$ cat config.mk
export PLATFORM = sky130hd
export DESIGN_NAME = floppy_mech
export DESIGN_NICKNAME = d
export VERILOG_FILES = /design/src/rtl/floppy_mech.sv
export SDC_FILE = /design/constraint.sdc
export NUM_CORES = 1
export LEC_CHECK = 0
export ABC_CLOCK_PERIOD_IN_PS = 3600
export BUFFER_PORTS_ARGS = -buffer_cell sky130_fd_sc_hd__buf_2
export CAP_MARGIN = 15
export CORE_UTILIZATION = 45
export CTS_CLUSTER_DIAMETER = 30
export DETAILED_ROUTE_END_ITERATION = 6
export PLACE_DENSITY_LB_ADDON = 0.1
export SLEW_MARGIN = 30
export SYNTH_ARGS = -nofsm -noshare
export SYNTH_HDL_FRONTEND = slang
export SYNTH_SLANG_ARGS = --single-unit
$ cat constraint.sdc
create_clock -name clk -period 3.6 [get_ports clk]
set_input_delay 0.36 -clock clk [delete_from_list [all_inputs] [get_ports clk]]
set_output_delay 0.36 -clock clk [all_outputs]
set_load 0.05 [all_outputs]
$ cat src/rtl/floppy_mech.sv
// Floppy drive mechanics model for up to four drives.
// Consumes CIA-B port B (active-low MTR/SEL/SIDE/DIR/STEP), tracks per-drive
// motor, cylinder and disk-change state, and returns drive status, the index
// pulse and head position. Optional macro DRIVE_ID_EN enables the serial
// drive-ID readout on _RDY while a selected drive's motor is off.
module floppy_mech #(
  parameter int NDRIVES      = 4,
  parameter int TRACKS       = 80,
  parameter int INDEX_PERIOD = 1418758,
  parameter int INDEX_WIDTH  = 64
) (
  input  logic       clk,
  input  logic       clk7_en,
  input  logic       reset,
  input  logic [7:0] prb,
  input  logic [3:0] disk_present,
  input  logic [3:0] wr_prot,
  output logic       drv_rdy_n,
  output logic       drv_tk0_n,
  output logic       drv_wpro_n,
  output logic       drv_chng_n,
  output logic       index,
  output logic       sel_valid,
  output logic [1:0] sel_drive,
  output logic [6:0] track,
  output logic       side,
  output logic [3:0] motor
);

  localparam int         CNT_W     = $clog2(INDEX_PERIOD + 1);
  localparam logic [6:0] TRACK_MAX = 7'(TRACKS - 1);

  logic [7:0]       prb_q;
  logic [3:0]       motor_r;
  logic [3:0]       chng_r;
  logic [6:0]       cyl_r [4];
  logic [CNT_W-1:0] idx_cnt;

  logic [3:0] populated;
  logic [3:0] sel_fall;
  logic [3:0] step_hit;
  logic       step_rise;
  logic       sel_any;
  logic [1:0] sel_num;
  logic       nxt_rdy_n, nxt_tk0_n, nxt_wpro_n, nxt_chng_n, nxt_index;

`ifdef DRIVE_ID_EN
  localparam logic [31:0] DRIVE_ID = 32'hFFFF_FFFF;  // 3.5" DD
  logic [4:0] id_idx [4];
`endif

  // Edge detection against the registered port and per-drive step targets.
  always_comb begin
    step_rise = ~prb_q[0] & prb[0];
    for (int x = 0; x < 4; x++) begin
      populated[x] = (x < NDRIVES);
      sel_fall[x]  = populated[x] & prb_q[3+x] & ~prb[3+x];
      step_hit[x]  = step_rise & populated[x] & ~prb_q[3+x];
    end
  end

  // Lowest-numbered populated drive with _SEL low wins.
  always_comb begin
    // NOTE: every always_comb output gets a default first so no latch is inferred.
    sel_any = 1'b0;
    sel_num = 2'd0;
    for (int i = 3; i >= 0; i--) begin
      if (populated[i] && !prb_q[3+i]) begin
        sel_any = 1'b1;
        sel_num = 2'(i);
      end
    end
  end

  // Status of the selected drive, registered into the outputs next tick.
  always_comb begin
    nxt_rdy_n  = 1'b1;
    nxt_tk0_n  = 1'b1;
    nxt_wpro_n = 1'b1;
    nxt_chng_n = 1'b1;
    nxt_index  = 1'b0;
    if (sel_any) begin
      nxt_rdy_n  = ~(motor_r[sel_num] & disk_present[sel_num]);
      nxt_tk0_n  = (cyl_r[sel_num] != 7'd0);
      nxt_wpro_n = ~(disk_present[sel_num] & wr_prot[sel_num]);
      nxt_chng_n = ~chng_r[sel_num];
      nxt_index  = (idx_cnt < CNT_W'(INDEX_WIDTH)) & motor_r[sel_num]
                   & disk_present[sel_num];
`ifdef DRIVE_ID_EN
      if (!motor_r[sel_num] && sel_num != 2'd0)
        nxt_rdy_n = ~DRIVE_ID[5'd31 - id_idx[sel_num]];
`endif
    end
  end

  // Mechanical state: port register, motors, cylinders, change latches, index counter.
  always_ff @(posedge clk) begin
    if (clk7_en) begin
      if (reset) begin
        prb_q   <= 8'hFF;
        motor_r <= 4'h0;
        chng_r  <= 4'hF;
        idx_cnt <= '0;
        // NOTE: the cylinder array is a few flops rather than a RAM, so it is reset like any register.
        for (int x = 0; x < 4; x++) begin
          cyl_r[x] <= 7'd0;
`ifdef DRIVE_ID_EN
          id_idx[x] <= 5'd0;
`endif
        end
      end else begin
        // NOTE: non-blocking assignments keep every register reading pre-edge values.
        prb_q <= prb;
        for (int x = 0; x < 4; x++) begin
          if (sel_fall[x]) begin
            motor_r[x] <= ~prb[7];
`ifdef DRIVE_ID_EN
            if (prb[7]) id_idx[x] <= motor_r[x] ? 5'd0 : id_idx[x] + 5'd1;
`endif
          end
          if (step_hit[x]) begin
            if (prb_q[1]) begin
              if (cyl_r[x] != 7'd0) cyl_r[x] <= cyl_r[x] - 7'd1;
            end else begin
              if (cyl_r[x] != TRACK_MAX) cyl_r[x] <= cyl_r[x] + 7'd1;
            end
          end
          if (!disk_present[x])                chng_r[x] <= 1'b1;
          else if (step_hit[x])                chng_r[x] <= 1'b0;
        end
        if (motor_r == 4'h0)                        idx_cnt <= '0;
        else if (idx_cnt == CNT_W'(INDEX_PERIOD-1)) idx_cnt <= '0;
        else                                        idx_cnt <= idx_cnt + 1'b1;
      end
    end
  end

  // Registered outputs derived from the mechanical state.
  always_ff @(posedge clk) begin
    if (clk7_en) begin
      if (reset) begin
        drv_rdy_n  <= 1'b1;
        drv_tk0_n  <= 1'b1;
        drv_wpro_n <= 1'b1;
        drv_chng_n <= 1'b1;
        index      <= 1'b0;
        sel_valid  <= 1'b0;
        sel_drive  <= 2'd0;
        track      <= 7'd0;
        side       <= 1'b0;
        motor      <= 4'h0;
      end else begin
        drv_rdy_n  <= nxt_rdy_n;
        drv_tk0_n  <= nxt_tk0_n;
        drv_wpro_n <= nxt_wpro_n;
        drv_chng_n <= nxt_chng_n;
        index      <= nxt_index;
        sel_valid  <= sel_any;
        sel_drive  <= sel_num;
        track      <= cyl_r[sel_num];
        side       <= ~prb_q[2];
        motor      <= motor_r;
      end
    end
  end

endmodule

Word-level counts from Yosys, hierarchy flattened --
Memory sizes are Yosys's and may differ from the RTL's. Cells that the tools add are included.
Word-level totals: word-level logic and storage cells 188, flip-flop bits (word level) 56, memories 1, memory bits (writable) 28, latch bits 0, bits of input ports 19, bits in read-only memories 0
Operators by class: bitwise operators 40, shift operators 0, muxes and demuxes 83, order comparisons 2, divide/modulo/power cells 0, $mul 0, equal/unequal tests 9, reductions and logical operators 24, add/subtract/negate cells 9
Memory list:
- cyl_r | depth 4, width 7, rd ports 5, clocked after memory_dff 0, wr ports 4, RTL line 36 | logic [6:0] cyl_r [4];
Operators by type and width (number):
- 1-bit 2-to-1 mux | 67
- 7-bit 2-to-1 mux | 8
- 7-bit nonzero test | 5
- 7-bit by 1-bit adder with 7-bit output (second input constant) | 4
- 7-bit != test (second input constant) | 4
- 7-bit by 1-bit subtractor with 7-bit output (second input constant) | 4
- 21-bit by 1-bit adder with 21-bit output (second input constant) | 1
- 21-bit == test (second input constant) | 1
- 21-bit by 7-bit less-than comparator with 1-bit output (second input constant) | 1
- 1-bit NOT | 19
- 2-bit AND reduction | 8
- 1-bit AND | 13
- 3-bit by 2-bit != test with 1-bit output (second input constant) | 4
- 2-bit OR reduction | 5
- 1-bit binary-select mux with 2-bit select | 4
- 2-bit 2-to-1 mux | 4
- 1-bit OR | 8
- 2-bit nonzero test | 4
- 4-bit zero test | 1
- 2-bit by 3-bit less-than comparator with 1-bit output (second input constant) | 1
- 3-bit OR reduction | 1

Depth between registers and ports, before layout --
An unclocked memory read counts as a cell.
depth after elaboration 10, depth in mapped cells 11, gate-level depth less buffers 9

Worst setup path after synthesis --
OpenSTA, ideal clock, no wires.
path kind input-to-reg, start in clk7_en, end mem cyl_r[1][6], data pin, setup slack 0.883 ns, path buffers 2, arrival time 2.446 ns, setup time 0.271 ns, stages on the path 11, data required time 3.329 ns, path through buf_6 -> nand4bb_1 -> buf_2 -> nor2_1 -> nand3_1 -> fa_1 -> a211oi_1 -> o21bai_1 -> a21oi_1 -> xnor3_1 -> nor2b_1
RTL lines:
- start: declaration | RTL line 13 | input logic clk7_en,
- end: declaration | RTL line 36

==> summary.md <==
| Metric | Value |
|---|---|
| Total routed wirelength | 11.2 mm |
| CTS resizes | 0 |
| Gr usage total | 20.6% |
| Status | completed |
| Number of enable flip-flop cells after synthesis | 84 |
| Post-synth top flop | edfxtp_1 |
| Synth Register Bits | 84 |
| Die X | about 110 um |
| Yosys cell types | 62 |
| Static Leakage | between 2 and 2.5 nW |
| Vias | between 3000 and 4000 |
| Most frequent cells in the layout | 84 x edfxtp_1, 66 x nor2_1, 38 x buf_2, 27 x nand2_1, 23 x ha_1 |
| Final ANT Viol Nets | 0 |
| Startpoint types | register |
| Worst path arrival time | ~3.3 ns |
| Drt pass-1 iters | 5 |
| Vias in the first global route | 3604 |
| Setup repair bufs after CTS | 0 |
| Antenna diodes | 0 |
| Wirelength per Cell | 17.2 um |
| CTS Root Cell | clkbuf_8 |
| H-tree depth | 3 |
| Max Slew Vio Count | 0 |
| Endpoints failing setup | 0 |
| Initial antenna violation count | 0 |
| Post-synthesis sequential area ratio | approximately half |
| DRC | 0 |
| TritonCTS clock tree | yes |
| RSZ-0062 raised after global routing | no |
| Relative slew margins | 40.5% |
| Synthesized area per cell | around 11 um^2 |
| Peak VDD IR | about 0.2 mV |
| Detail Placement HPWL | around 8 mm |
| Gate Count Post-Synth | about 460 |
| Sequential Area | around 2500 um^2 |
| Final min period | roughly 3.2 ns |
| Area of the multi-input gates | 2430 um^2 |
| Crit share post-route | roughly 88% |
| Die area | 11700 um^2 |
| Finished Core Util | about half |
| Fraction of layout cells with a size suffix above 1 | approximately 16% |
| Core Area | about 11000 um^2 |
| Ports | 39 |
| Bufs on Longest Clock Path | 2 |
| Fmax | 317 MHz |
| FILL cells | approximately 960 |
| Critical Path RT | 3.70 ns |
| Post-route setup TNS | 0 ns |
| Initial core utilization | 46.5% |
| CP Max Fanout | 8 |
| Via density | a little under 6 |
| Die height | 108 um |
| Area Overhead vs Synth | 10.4% |
| Post-CTS Hold Fix Bufs | 0 |
| Worst Setup End Kind | register |
| Row cnt | 38 |
| Total gr overflow | 0 |
| Fin nets | between 500 and 600 |
| Total CTS buffers | 9 |
| MaxCap Viol Count | 0 |
| Placer's final routability congestion estimate | approximately 0.83 |
| Clock Sinks | 84 |
| IO Port Bufs | 38 |
| Initial DRC Count | ~250 |
| Clock Latency Late Sink | about 0.37 ns |
| Clock Skew | approximately 0.013 ns |
| Cell Pwr Density | approximately 380 nW/um^2 |
| First-pass GRT wire length | roughly 18 mm |
| YS warnings | 0 |
| Final hold vios | 0 |
| Largest net degree at the start of global routing | just under 60 |
| Commonest non-fill, non-tap cell in the layout | edfxtp_1 |
| Mapped cell area | between 5000 and 6000 um^2 |
| Slew @ Worst Pin | slightly below 0.9 ns |
| Min-delay worst type | input pin to register |
| Critical path start-end classification | register to register |
| Post-Syn Nets | between 500 and 600 |
| FFs w/ async S/R, synth | 0% |
| Reg clk slew, reported paths | 0.09 ns |
| Power Total | between 0.002 and 0.0025 W |
[report_power, final]
part           switching [W]  internal, W
Combinational       0.000204     0.000126
Clock               0.000371     0.000253
Sequential         0.0000555      0.00114
[metal layers]
layer  track usage (%)  wire length (um)  vias to the layer above
met3              3.62               531                       17
met2              32.3              5220                       86
met4              8.71               233                        0
met1              28.0              5170                     1815
met5                 0                 0                        -
li1                  -                 -                     1825
[flip-flops by register name, summed over array words and instances, names as in the netlist, 2 cells and up]
signal     cells
cyl_r         28
idx_cnt       21
prb_q          7
track          7
chng_r         4
motor          4
motor_r        4
sel_drive      2
[synth_stat cells (7+ instances only)]
master     n  area (um^2)
ha_1      23          288
nand4_1    9         56.3
or2_2      9         56.3
inv_1     12         45.0
nor4_1     9         56.3
xor2_1    11         96.3
a21oi_1   17         85.1
a211oi_1  10         75.1
nand2b_1  10         62.6
nand3_1   15         75.1
nor3_1    14         70.1
nor2b_1   17          106
clkbuf_1   8         30.0
and3_1     7         43.8
nor2_1    66          248
o21a_1     8         60.1
a21o_1     8         60.1
o21ai_0    7         35.0
nand2_1   27          101
xnor2_1   13          114
edfxtp_1  84         2520
[worst max-delay path, cell delays in order, from the launching register on]
cell and delay (ns):
edfxtp_1 0.38, nand4bb_1 0.36, nor2_1 0.22, nand3_1 0.34
fa_1 0.55, a211oi_1 0.38, o21bai_1 0.13, a21oi_1 0.17
xnor3_1 0.22, nor2b_1 0.13
[stage by stage]
stage / cell area (um^2) / instances / setup slack (ns) / hold WS, ns
floorplan: 5060 / 462 / 0.883 / 0.472
global placement: 5420 / 633 / 0.486 / 0.507
detailed placement: 5420 / 633 / 0.399 / 0.507
CTS: 5590 / 649 / 0.499 / 0.232
global route: 5590 / 649 / 0.199 / 0.256
finish: 5590 / 649 / 0.444 / 0.251
[worst paths after layout]
| path | startpoint | cells after the start | slack, ns | end |
|---|---|---|---|---|
| worst max-delay path | prb_q[0]$_SDFFCE_PP1P_ | 9 | 0.44 | cyl_r[1][6]$_SDFFCE_PN0P_ |
| worst min-delay path | prb[2] | 2 | 0.25 | prb_q[2]$_SDFFCE_PP1P_ |
| worst max register to register | prb_q[0]$_SDFFCE_PP1P_ | 9 | 0.44 | cyl_r[1][6]$_SDFFCE_PN0P_ |
| worst min register to register | prb_q[2]$_SDFFCE_PP1P_ | 1 | 0.52 | side$_SDFFCE_PP0P_ |
[layout make-up]
type / count / share of cell area (%)
Sequential cell: 84 / 45.1
Multi-Input combinational cell: 352 / 43.5
Timing Repair Buffer: 45 / 4.34
Tap cell: 140 / 3.13
Clock buffer: 9 / 2.22
Clock inverter: 7 / 0.895
Inverter: 12 / 0.806
[logic make-up after synthesis]
logic type,share of synthesized area (%)
DFF,49.8
xor gates and xnor gates,5.51
AOI/OAI and AO/OA,12.4
and+or+nand+nor,20.2
muxes,3.06
buffers and inverters,2.20
adders and majority gates,6.87
Power figures use the tool's default switching activity.
